<file path="config.mk">
export PLATFORM = sky130hd
export DESIGN_NAME = ga20_sample_fetch_flat
export DESIGN_NICKNAME = d
export VERILOG_FILES = /design/src/rtl/ga20_sample_fetch_if.sv /design/src/rtl/ga20_sample_fetch.sv /design/src/flat_wrapper.sv
export SDC_FILE = /design/constraint.sdc
export NUM_CORES = 1
export LEC_CHECK = 0
export CELL_PAD_IN_SITES_DETAIL_PLACEMENT = 1
export CELL_PAD_IN_SITES_GLOBAL_PLACEMENT = 1
export CORE_MARGIN = 10
export CORE_UTILIZATION = 42
export CTS_CLUSTER_DIAMETER = 150
export DETAILED_ROUTE_END_ITERATION = 7
export DONT_BUFFER_PORTS = 1
export PLACE_DENSITY = 0.79
export SYNTH_ARGS = -nofsm -noshare
export SYNTH_HDL_FRONTEND = slang
export SYNTH_SLANG_ARGS = --single-unit
export TNS_END_PERCENT = 20
</file>
<file path="constraint.sdc">
create_clock -name clk -period 2.4 [get_ports clk]
set_clock_uncertainty 0.2 [all_clocks]
set_input_delay 0.48 -clock clk [delete_from_list [all_inputs] [get_ports clk]]
set_output_delay 0.48 -clock clk [all_outputs]
set_load 0.02 [all_outputs]
</file>
<file path="src/rtl/ga20_sample_fetch_if.sv">
// GA20 sample-fetch bus: the GA20 sample read port plus the memory arbiter
// req/ack port. The slave modport is the fetch unit; the master modport drives both sides.
interface ga20_sample_fetch_if #(
    parameter int MEM_AW = 24
);
    logic              sample_rd;
    logic [19:0]       sample_addr;
    logic              sample_valid;
    logic [7:0]        sample_din;
    logic              mem_req;
    logic [MEM_AW-1:0] mem_addr;
    logic              mem_ack;
    logic [15:0]       mem_data;

    modport slave (
        input  sample_rd, sample_addr, mem_ack, mem_data,
        output sample_valid, sample_din, mem_req, mem_addr
    );

    modport master (
        output sample_rd, sample_addr, mem_ack, mem_data,
        input  sample_valid, sample_din, mem_req, mem_addr
    );
endinterface

</file>
<file path="src/rtl/ga20_sample_fetch.sv">
// GA20 sample-ROM responder: byte reads served from 16-bit memory words via req/ack.
// Define GA20_FETCH_CACHE_EN to add the direct-mapped word cache; otherwise every read fetches.
module ga20_sample_fetch #(
    parameter int              MEM_AW    = 24,
    parameter logic [MEM_AW-1:0] BASE_ADDR = '0,
    parameter int              LINES     = 8
) (
    input logic                  clk,
    input logic                  reset,
    ga20_sample_fetch_if.slave   bus
);
    typedef enum logic {IDLE, FETCH} state_e;

    state_e            state_q, state_d;
    logic              sample_valid_q, sample_valid_d;
    logic [7:0]        sample_din_q, sample_din_d;
    logic [MEM_AW-1:0] mem_addr_q, mem_addr_d;
    logic              pend_q, pend_d;
    logic [19:0]       pend_addr_q, pend_addr_d;
    logic              super_q, super_d;
    logic              sel_q, sel_d;

    logic              req_active;
    logic [19:0]       req_addr;
    logic              hit;
    logic [15:0]       hit_word;
    logic              fill_en;

    function automatic logic [7:0] pick_byte(input logic [15:0] word, input logic odd);
        return odd ? word[15:8] : word[7:0];
    endfunction

    // A fresh strobe takes priority over an older pending address.
    assign req_active = bus.sample_rd | pend_q;
    assign req_addr   = bus.sample_rd ? bus.sample_addr : pend_addr_q;
    assign fill_en    = (state_q == FETCH) && bus.mem_ack;

`ifdef GA20_FETCH_CACHE_EN
    localparam int IDX_W = $clog2(LINES);
    localparam int TAG_W = 19 - IDX_W;

    logic [LINES-1:0]  valid_q;
    logic [TAG_W-1:0]  tag_q  [LINES];
    logic [15:0]       data_q [LINES];
    logic [18:0]       fill_word_q, fill_word_d;
    logic [IDX_W-1:0]  req_idx, fill_idx;
    logic [TAG_W-1:0]  req_tag;

    assign req_idx  = req_addr[IDX_W:1];
    assign req_tag  = req_addr[19:IDX_W+1];
    assign fill_idx = fill_word_q[IDX_W-1:0];
    assign hit      = valid_q[req_idx] && (tag_q[req_idx] == req_tag);
    assign hit_word = data_q[req_idx];

    always_ff @(posedge clk or posedge reset) begin
        if (reset) begin
            valid_q     <= '0;
            fill_word_q <= '0;
        end else begin
            fill_word_q <= fill_word_d;
            if (fill_en) valid_q[fill_idx] <= 1'b1;
        end
    end

    // NOTE: tag/data storage has no reset; the valid bits alone decide whether a line is usable.
    always_ff @(posedge clk) begin
        if (fill_en) begin
            tag_q[fill_idx]  <= fill_word_q[18:IDX_W];
            data_q[fill_idx] <= bus.mem_data;
        end
    end
`else
    assign hit      = 1'b0;
    assign hit_word = 16'h0000;
`endif

    // NOTE: state registers use non-blocking assignments so every flop samples pre-edge values.
    always_ff @(posedge clk or posedge reset) begin
        if (reset) begin
            state_q        <= IDLE;
            sample_valid_q <= 1'b0;
            sample_din_q   <= 8'h00;
            mem_addr_q     <= '0;
            pend_q         <= 1'b0;
            pend_addr_q    <= '0;
            super_q        <= 1'b0;
            sel_q          <= 1'b0;
        end else begin
            state_q        <= state_d;
            sample_valid_q <= sample_valid_d;
            sample_din_q   <= sample_din_d;
            mem_addr_q     <= mem_addr_d;
            pend_q         <= pend_d;
            pend_addr_q    <= pend_addr_d;
            super_q        <= super_d;
            sel_q          <= sel_d;
        end
    end

    // NOTE: every always_comb output takes its hold value first, so no path can infer a latch.
    always_comb begin
        state_d        = state_q;
        sample_valid_d = sample_valid_q;
        sample_din_d   = sample_din_q;
        mem_addr_d     = mem_addr_q;
        pend_d         = pend_q;
        pend_addr_d    = pend_addr_q;
        super_d        = super_q;
        sel_d          = sel_q;
`ifdef GA20_FETCH_CACHE_EN
        fill_word_d    = fill_word_q;
`endif
        unique case (state_q)
            IDLE: begin
                if (req_active) begin
                    pend_d = 1'b0;
                    if (hit) begin
                        sample_valid_d = 1'b1;
                        sample_din_d   = pick_byte(hit_word, req_addr[0]);
                    end else begin
                        sample_valid_d = 1'b0;
                        state_d        = FETCH;
                        mem_addr_d     = BASE_ADDR + MEM_AW'(req_addr[19:1]);
                        sel_d          = req_addr[0];
                        super_d        = 1'b0;
`ifdef GA20_FETCH_CACHE_EN
                        fill_word_d    = req_addr[19:1];
`endif
                    end
                end
            end
            FETCH: begin
                // A strobe during the fetch, even in the ack cycle, retires this fetch's answer.
                if (bus.sample_rd) begin
                    pend_d         = 1'b1;
                    pend_addr_d    = bus.sample_addr;
                    super_d        = 1'b1;
                    sample_valid_d = 1'b0;
                end
                if (bus.mem_ack) begin
                    state_d = IDLE;
                    if (!super_q && !bus.sample_rd) begin
                        sample_valid_d = 1'b1;
                        sample_din_d   = pick_byte(bus.mem_data, sel_q);
                    end
                end
            end
            default: state_d = IDLE;
        endcase
    end

    assign bus.sample_valid = sample_valid_q;
    assign bus.sample_din   = sample_din_q;
    assign bus.mem_req      = (state_q == FETCH);
    assign bus.mem_addr     = mem_addr_q;
endmodule

</file>
<file path="src/flat_wrapper.sv">
// flat-port wrapper written by rule: the top's interface ports become plain ports
module ga20_sample_fetch_flat 
#(
    parameter int              MEM_AW    = 24,
    parameter logic [MEM_AW-1:0] BASE_ADDR = '0,
    parameter int              LINES     = 8
)
  (clk, reset, bus_sample_rd, bus_sample_addr, bus_mem_ack, bus_mem_data, bus_sample_valid, bus_sample_din, bus_mem_req, bus_mem_addr);
  ga20_sample_fetch_if #(.MEM_AW(MEM_AW)) bus_i ();
  input logic clk;
  input logic reset;
  input wire logic [$bits(bus_i.sample_rd)-1:0] bus_sample_rd;
  input wire logic [$bits(bus_i.sample_addr)-1:0] bus_sample_addr;
  input wire logic [$bits(bus_i.mem_ack)-1:0] bus_mem_ack;
  input wire logic [$bits(bus_i.mem_data)-1:0] bus_mem_data;
  output wire logic [$bits(bus_i.sample_valid)-1:0] bus_sample_valid;
  output wire logic [$bits(bus_i.sample_din)-1:0] bus_sample_din;
  output wire logic [$bits(bus_i.mem_req)-1:0] bus_mem_req;
  output wire logic [$bits(bus_i.mem_addr)-1:0] bus_mem_addr;
  assign bus_i.sample_rd = bus_sample_rd;
  assign bus_i.sample_addr = bus_sample_addr;
  assign bus_i.mem_ack = bus_mem_ack;
  assign bus_i.mem_data = bus_mem_data;
  assign bus_sample_valid = bus_i.sample_valid;
  assign bus_sample_din = bus_i.sample_din;
  assign bus_mem_req = bus_i.mem_req;
  assign bus_mem_addr = bus_i.mem_addr;
  ga20_sample_fetch #(.MEM_AW(MEM_AW), .BASE_ADDR(BASE_ADDR), .LINES(LINES)) u_core (.clk(clk), .reset(reset), .bus(bus_i));
endmodule
</file>
# Yosys cells after proc, flatten, opt, wreduce, memory -nomap -nowiden
# Cells that the tools add are included.
# totals
ff_bits	51
word_cells	34
# op_classes
eq_ne	4
mux	15
bitwise	2
n_reduce_logical	6
# op_table
cell	n
8-bit 2-to-1 mux	4
20-bit 2-to-1 mux	1
1-bit 2-to-1 mux	7
2-bit inequality test, second input constant	3
1-bit one-hot mux with 2 select lines	3
2-bit AND reduction	2
3-bit AND reduction	1
1-bit zero test	2
2-bit by 1-bit inequality test with 1-bit output, second input constant	1
1-bit logical AND	1
1-bit NOT	1
1-bit bitwise OR	1

# Longest topological paths before layout
# Gate-level depths: netlist of run 1.
# logic_depth
ltp_word	5
depth_mapped	4
mapped_depth_nobuf	2

# Worst setup path before layout of run 1
# Ideal clock, no wire load.
# synth_timing
path_type	input -> register
startpoint	input port bus_sample_rd
endpoint	register u_core.sample_din_q[0], in the netlist u_core.bus.sample_din[0]
arrival_time_ns	1.291
required_time_ns	2.075
setup_slack_ns	0.784
stages	4
path_cell_list	buf_6 -> and4bb_1 -> buf_6 -> mux2_2
# synth_between
elab_chain_len	4
# synth_lines
item	line	source
start, declared	flat_wrapper.sv:12	input wire logic [$bits(bus_i.sample_rd)-1:0] bus_sample_rd;
1-bit zero test	ga20_sample_fetch.sv:142	if (!super_q && !bus.sample_rd) begin
1-bit logical AND	ga20_sample_fetch.sv:142	
2-bit inequality test (no source line)	--	
3-bit AND reduction (no source line)	--	
end signal, assigned	ga20_sample_fetch.sv:91	sample_din_q <= sample_din_d;
end, declared	ga20_sample_fetch.sv:16	logic [7:0] sample_din_q, sample_din_d;
# No other way between the ends.
# A chain may end at the register's enable or synchronous reset.

# Final worst setup path of run 1
# layout_timing
startpoint	register u_core.state_q, in the netlist u_core.bus.mem_req
endpoint	register u_core.mem_addr_q[12], in the netlist u_core.bus.mem_addr[12]
# layout_between
elab_chain_len	2
# layout_lines
item	line	source
start, declared	ga20_sample_fetch.sv:14	state_e state_q, state_d;
start signal, assigned	ga20_sample_fetch.sv:89	state_q <= state_d;
1-bit NOT (no source line)	--	
2-bit AND reduction (no source line)	--	
end signal, assigned	ga20_sample_fetch.sv:92	mem_addr_q <= mem_addr_d;
end, declared	ga20_sample_fetch.sv:17	logic [MEM_AW-1:0] mem_addr_q, mem_addr_d;
# No other way between the ends.

==> flow_summary.json, run 1 <==
{
  "outcome": "complete, no violations",
  "rsz0062_at_grt": "false",
  "cp_cell_sequence": "o21ba_2, buf_12, mux2_4",
  "die_h_um": 96.7,
  "synth_common_cells": "51 x dfrtp_1, 39 x mux2_2, 37 x mux2_4",
  "finalSetupTns_ps": 0,
  "cpLargestDelayFamily": "flip-flops",
  "ys_types": 19,
  "die_w_um": 96.7,
  "postRouteAntennaNets": 0,
  "port_buffers": 0,
  "dpl.hpwl_mm": 3.91,
  "min_period_ps": 1910,
  "hold_violations": 0,
  "crit_path_end_kind": "flip-flop",
  "routed_via_density": 5.41,
  "nets": 194,
  "first_pass_iters": 3,
  "r2r_cells": 3,
  "power_density_nw_per_um2": 1100,
  "slowest_delay_ps": 540,
  "ys_ff_latch": 51,
  "clk_path_buf_depth": 2,
  "synth_most_common_cell": "dfrtp_1",
  "grt_max_degree": 28,
  "r2r-start": "u_core.bus.mem_req",
  "reg2reg_to": "u_core.bus.mem_addr[12]",
  "cp.required_ps": 2380,
  "relSlewSlack_pct": 65.4,
  "clk_pin_slew_ps": 90,
  "area_delta_synth_final_pct": 5.17,
  "ys.flop_type": "dfrtp_1",
  "root_buffer": "clkbuf_8",
  "max_freq_mhz": 522,
  "ctsResizeCount": 0,
  "wl_per_cell_um": 22.2,
  "grt_pass1_vias": 1418,
  "core-area_sq_um": 5610,
  "num_io_pins": 74,
  "peakVddDrop_uv": 377,
  "power.total_mw": 2.85,
  "hp-class": "in2reg",
  "yosys_warnings": 0,
  "drt-total-wl_mm": 5.01,
  "clock_latency_ps": 300,
  "finalSetupViolations": 0,
  "holdPathStages": 1,
  "maxCapViolations": 0,
  "cts_tree": "yes",
  "synth-edff-count": 0,
  "dieArea_sq_um": 9340,
  "syn_area_sq_um": 2470,
  "cts_buffers": 5,
  "rows": 27,
  "utilization_pct": 46.3,
  "crit_slowest_cell": "dfrtp_1",
  "ys_async_sr_fraction_pct": 100,
  "antenna_found_initial": 0,
  "num_antenna_cells": 0,
  "synth_top_area_cell": "dfrtp_1",
  "grt.total_usage_pct": 10.6,
  "power.leakage_nw": 1.16,
  "grt_pass1_wl_mm": 7.95,
  "start_kind": "flip-flop",
  "synth_top_area_share_pct": 51.7,
  "drt_iter0_drc": 31,
  "timing.reg2reg.setup_slack_ps": 490,
  "crit_buf_inv": 1,
  "worst_pin_slew_ps": 518,
  "netlist_instances": 153,
  "cp.arrival_ps": 1900,
  "post-route-period-util_pct": 79.8,
  "ys_seq_area_share_pct": 51.7,
  "netlist_top_cells_area": "dfrtp_1 52%, mux2_4 23%, mux2_2 18%, buf_6 2.3%, buf_4 1.5%",
  "cp_max_fo": 13,
  "route.detailed.drc": 0,
  "cts_sinks": 51,
  "hold_start": "bus_sample_rd",
  "syn_avg_cell_area_sq_um": 16.1,
  "htreeDepth": 2,
  "overflow": 0,
  "fillers": 566,
  "min_to": "u_core.bus.sample_valid",
  "start_util_pct": 44.0,
  "via_count": 1222,
  "crit_type": "reg2reg",
  "drive_gt1_share_pct": 57.1,
  "postPlaceCellArea_sq_um": 2500,
  "fin_area_sq_um": 2600,
  "routabilityCongestion": 0.690,
  "drv_slew": 0
}
flip-flops by register name, indices dropped and copies added, names as in the netlist:
name	cells
u_core.pend_addr_q	20
u_core.bus.sample_din	8
u_core.sel_q	1
u_core.bus.mem_addr	19
u_core.bus.sample_valid	1
u_core.pend_q	1
u_core.bus.mem_req	1
worst max-delay path by stage:
stage,from,cells past startpoint,end
2_1_floorplan,reset,1,u_core.bus.mem_addr[0]
3_3_place_gp,u_core.bus.mem_req,3,u_core.bus.mem_addr[12]
3_5_place_dp,u_core.bus.mem_req,3,u_core.bus.mem_addr[17]
4_1_cts,u_core.bus.mem_req,3,u_core.bus.mem_addr[10]
5_1_grt,u_core.bus.mem_req,3,u_core.bus.mem_addr[9]
6_report,u_core.bus.mem_req,3,u_core.bus.mem_addr[12]
metrics by stage:
stage                     setup slack [ps]  cells  hold WS [ps]
after floorplan                        490    157           275
after global placement                 551    218           221
after detailed placement               486    218           240
after CTS                              465    226          42.5
after global routing                   408    226          31.5
final                                  485    226          56.3
what timing repair did:
item	in CTS	in global routing
setup buffers	0	0
endpoints found under the setup margin	0	0
endpoints found under the hold margin	24	0
hold buffers	1	0
cell usage in the layout (no fill, tap or decap), drive strengths merged:
cell / Yosys / final
nand3b: 1 / 1
and4bb: 1 / 1
nand2b: 1 / 1
buf: 13 / 3
conb: 1 / 5
nor3: 1 / 1
o21ba: 1 / 1
o21a: 1 / 1
inv: 1 / 1
dfrtp: 51 / 51
mux2: 76 / 76
a21oi: 1 / 1
dlygate4sd3: 0 / 1
clkinv: 0 / 1
nand2: 2 / 2
clkbuf: 1 / 6
a31oi: 1 / 1
where the power goes:
group	leakage [nW]	internal [mW]	switching, mW	total [mW]
logic	0.515	0.479	0.182	0.660
registers	0.599	1.16	0.540	1.70
clock network	0.0470	0.227	0.260	0.487
total	1.16	1.87	0.982	2.85
per-layer routing:
metal | global-route usage [%] | vias to the layer above | wire [um]
met2 | 18.3 | 49 | 2620
met1 | 10.5 | 639 | 1750
li1 | - | 529 | -
met5 | 0 | - | 0
met3 | 6.17 | 5 | 589
met4 | 3.38 | 0 | 48
final cells by class:
class / count / area (sq um) / share of cell area (%)
sequential: 51 / 1280 / 49.2
multi-input combinational: 91 / 1080 / 41.6
clock inverter: 1 / 5.00 / 0.193
tap: 72 / 90.1 / 3.47
timing repair buffer: 4 / 57.6 / 2.22
clock buffer: 6 / 82.6 / 3.18
inverter: 1 / 3.75 / 0.145
kinds of logic (layout without fill, tap and decap cells):
family / Yosys count / after routing / share of synthesized area, %
mux: 76 / 76 / 40.3
other cells: 1 / 5 / 0.152
buf+inv: 15 / 12 / 5.12
flops: 51 / 51 / 51.7
simple gates: 6 / 6 / 1.57
compound gates: 4 / 4 / 1.17
Note: power is estimated with default switching activity, not from simulation.
==> inputs of run 2 (changes only) <==
==> constraint.sdc (replaced) <==
create_clock -name clk -period 1.95 [get_ports clk]
set_clock_uncertainty 0.2 [all_clocks]
set_input_delay 0.39 -clock clk [delete_from_list [all_inputs] [get_ports clk]]
set_output_delay 0.39 -clock clk [all_outputs]
set_load 0.02 [all_outputs]
==> run 2 against run 1 <==
  * Sequential share of layout area fell by 0.79 points
  * Clock power grew 34%
  * Register-to-register slack lost 190 ps
  * Count of clock-buffer cells in the layout increased by 2
  * Critical path depth down 1
  * Core utilization rose by 0.76 points
  * Power is 25% higher
  * Non-clock buffer count rose by 5
  * Sequential power rose by 23%
==> flow_summary.json, run 2 (synthesized netlist as in run 1, its figures left out) <==
{
  "num_io_pins": 74,
  "clk_path_buf_depth": 2,
  "power_density_nw_per_um2": 1350,
  "post-route-period-util_pct": 84.9,
  "drt_iter0_drc": 21,
  "dpl.hpwl_mm": 3.93,
  "routabilityCongestion": 0.679,
  "dieArea_sq_um": 9340,
  "core-area_sq_um": 5610,
  "power.total_mw": 3.57,
  "grt_pass1_wl_mm": 7.91,
  "grt_max_degree": 28,
  "cts_tree": "yes",
  "stdcell_count": 232,
  "rows": 27,
  "dp.cells": 221,
  "cts_buffers": 5,
  "finalSetupViolations": 0,
  "crit_type": "reg2reg",
  "worst_pin_slew_ps": 526,
  "port_buffers": 0,
  "first_pass_iters": 3,
  "min_period_ps": 1650,
  "regMostFlops": "u_core.pend_addr_q",
  "final_common_cell": "dfrtp_1",
  "drt-total-wl_mm": 5.07,
  "cts_sinks": 51,
  "clk_pin_slew_ps": 90,
  "routed_via_density": 5.31,
  "via_count": 1232,
  "largest_reg_flops": 20,
  "grt.total_usage_pct": 10.6,
  "route.detailed.drc": 0,
  "hp-class": "in2reg",
  "power.leakage_nw": 1.18,
  "clock_latency_ps": 300,
  "cp.arrival_ps": 1650,
  "die_h_um": 96.7,
  "drive_gt1_share_pct": 56.9,
  "postRouteAntennaNets": 0,
  "rsz0062_at_grt": "false",
  "outcome": "complete, no violations",
  "maxCapViolations": 0,
  "start_kind": "flip-flop",
  "cp.required_ps": 1940,
  "crit_path_end_kind": "flip-flop",
  "start_util_pct": 44.0,
  "max_freq_mhz": 604,
  "cp_max_fo": 8,
  "finalSetupTns_ps": 0,
  "area_delta_synth_final_pct": 6.89,
  "fillers": 580,
  "root_buffer": "clkbuf_8",
  "htreeDepth": 2,
  "fin_area_sq_um": 2640,
  "overflow": 0,
  "layout_common_cells": "51 x dfrtp_1, 39 x mux2_2, 37 x mux2_4",
  "ctsResizeCount": 0,
  "postPlaceCellArea_sq_um": 2510,
  "nets": 199,
  "antenna_found_initial": 0,
  "peakVddDrop_uv": 524,
  "hold_violations": 0,
  "num_antenna_cells": 0,
  "die_w_um": 96.7,
  "relSlewSlack_pct": 64.9,
  "cts_setup_buffers": 0,
  "drv_slew": 0,
  "grt_pass1_vias": 1450,
  "wl_per_cell_um": 21.9
}
run 2: changes by cell type in the layout (fill, tap and decap cells not counted):
cell,before,now
clkinv_2,1,0
buf_12,2,1
clkbuf_8,6,7
clkbuf_1,0,1
buf_4,1,5
dlygate4sd3_1,1,3
run 2: worst paths after layout:
| check | startpoint | to | slack, ps | depth (start not counted) |
|---|---|---|---|---|
| max in group asynchronous | reset | u_core.pend_addr_q[4] | 640 | 3 |
| worst max register to register | u_core.pend_q | u_core.bus.sample_din[2] | 300 | 2 |
| worst min-delay path | bus_sample_addr[5] | u_core.pend_addr_q[5] | 30 | 1 |
| worst min register to register | u_core.pend_addr_q[11] | u_core.pend_addr_q[11] | 310 | 1 |
| worst max-delay path | u_core.pend_q | u_core.bus.sample_din[2] | 300 | 2 |
| min in group asynchronous | reset | u_core.bus.mem_addr[12] | 380 | 2 |
run 2: what timing repair did:
| item | 4_1_cts | 5_1_grt |
|---|---|---|
| hold buffers | 3 | 0 |
| endpoints found under the hold margin | 26 | 0 |
| setup endpoints to repair | 0 | 0 |
run 2: metrics by stage:
step	hold slack, ps	util [%]	setup WS (ps)
floorplan	275	-	130
global placement	132	44.7	324
detailed placement	144	44.7	283
CTS	20.6	47.1	268
global route	10.0	47.1	228
finish	32.5	47.1	295
run 2: per-layer routing:
layer | global-route usage (%) | wire, um
met1 | 9.62 | 1720
met2 | 18.4 | 2630
met3 | 6.96 | 654
met4 | 3.72 | 69
met5 | 0 | 0
run 2: final cells by class:
cell class              count  area, sq um  share of cell area, %
flip-flops and latches     51         1280                   48.4
multi-input cells          91         1080                   41.0
clock buffers               8          100                   3.79
well taps                  72         90.1                   3.41
repair buffers              9         87.6                   3.32
inverters                   1         3.75                  0.142
run 2: worst max-delay path: stages, from the launching register on:
cell	delay (ps)
dfrtp_1	430
and4bb_1	520
mux2_2	390
run 2: power breakdown:
group	total (mW)	internal, mW	leakage (nW)	switching [mW]
sequential	2.09	1.43	0.599	0.657
clock	0.653	0.324	0.0515	0.329
combinational	0.826	0.595	0.534	0.231
total	3.57	2.35	1.18	1.22
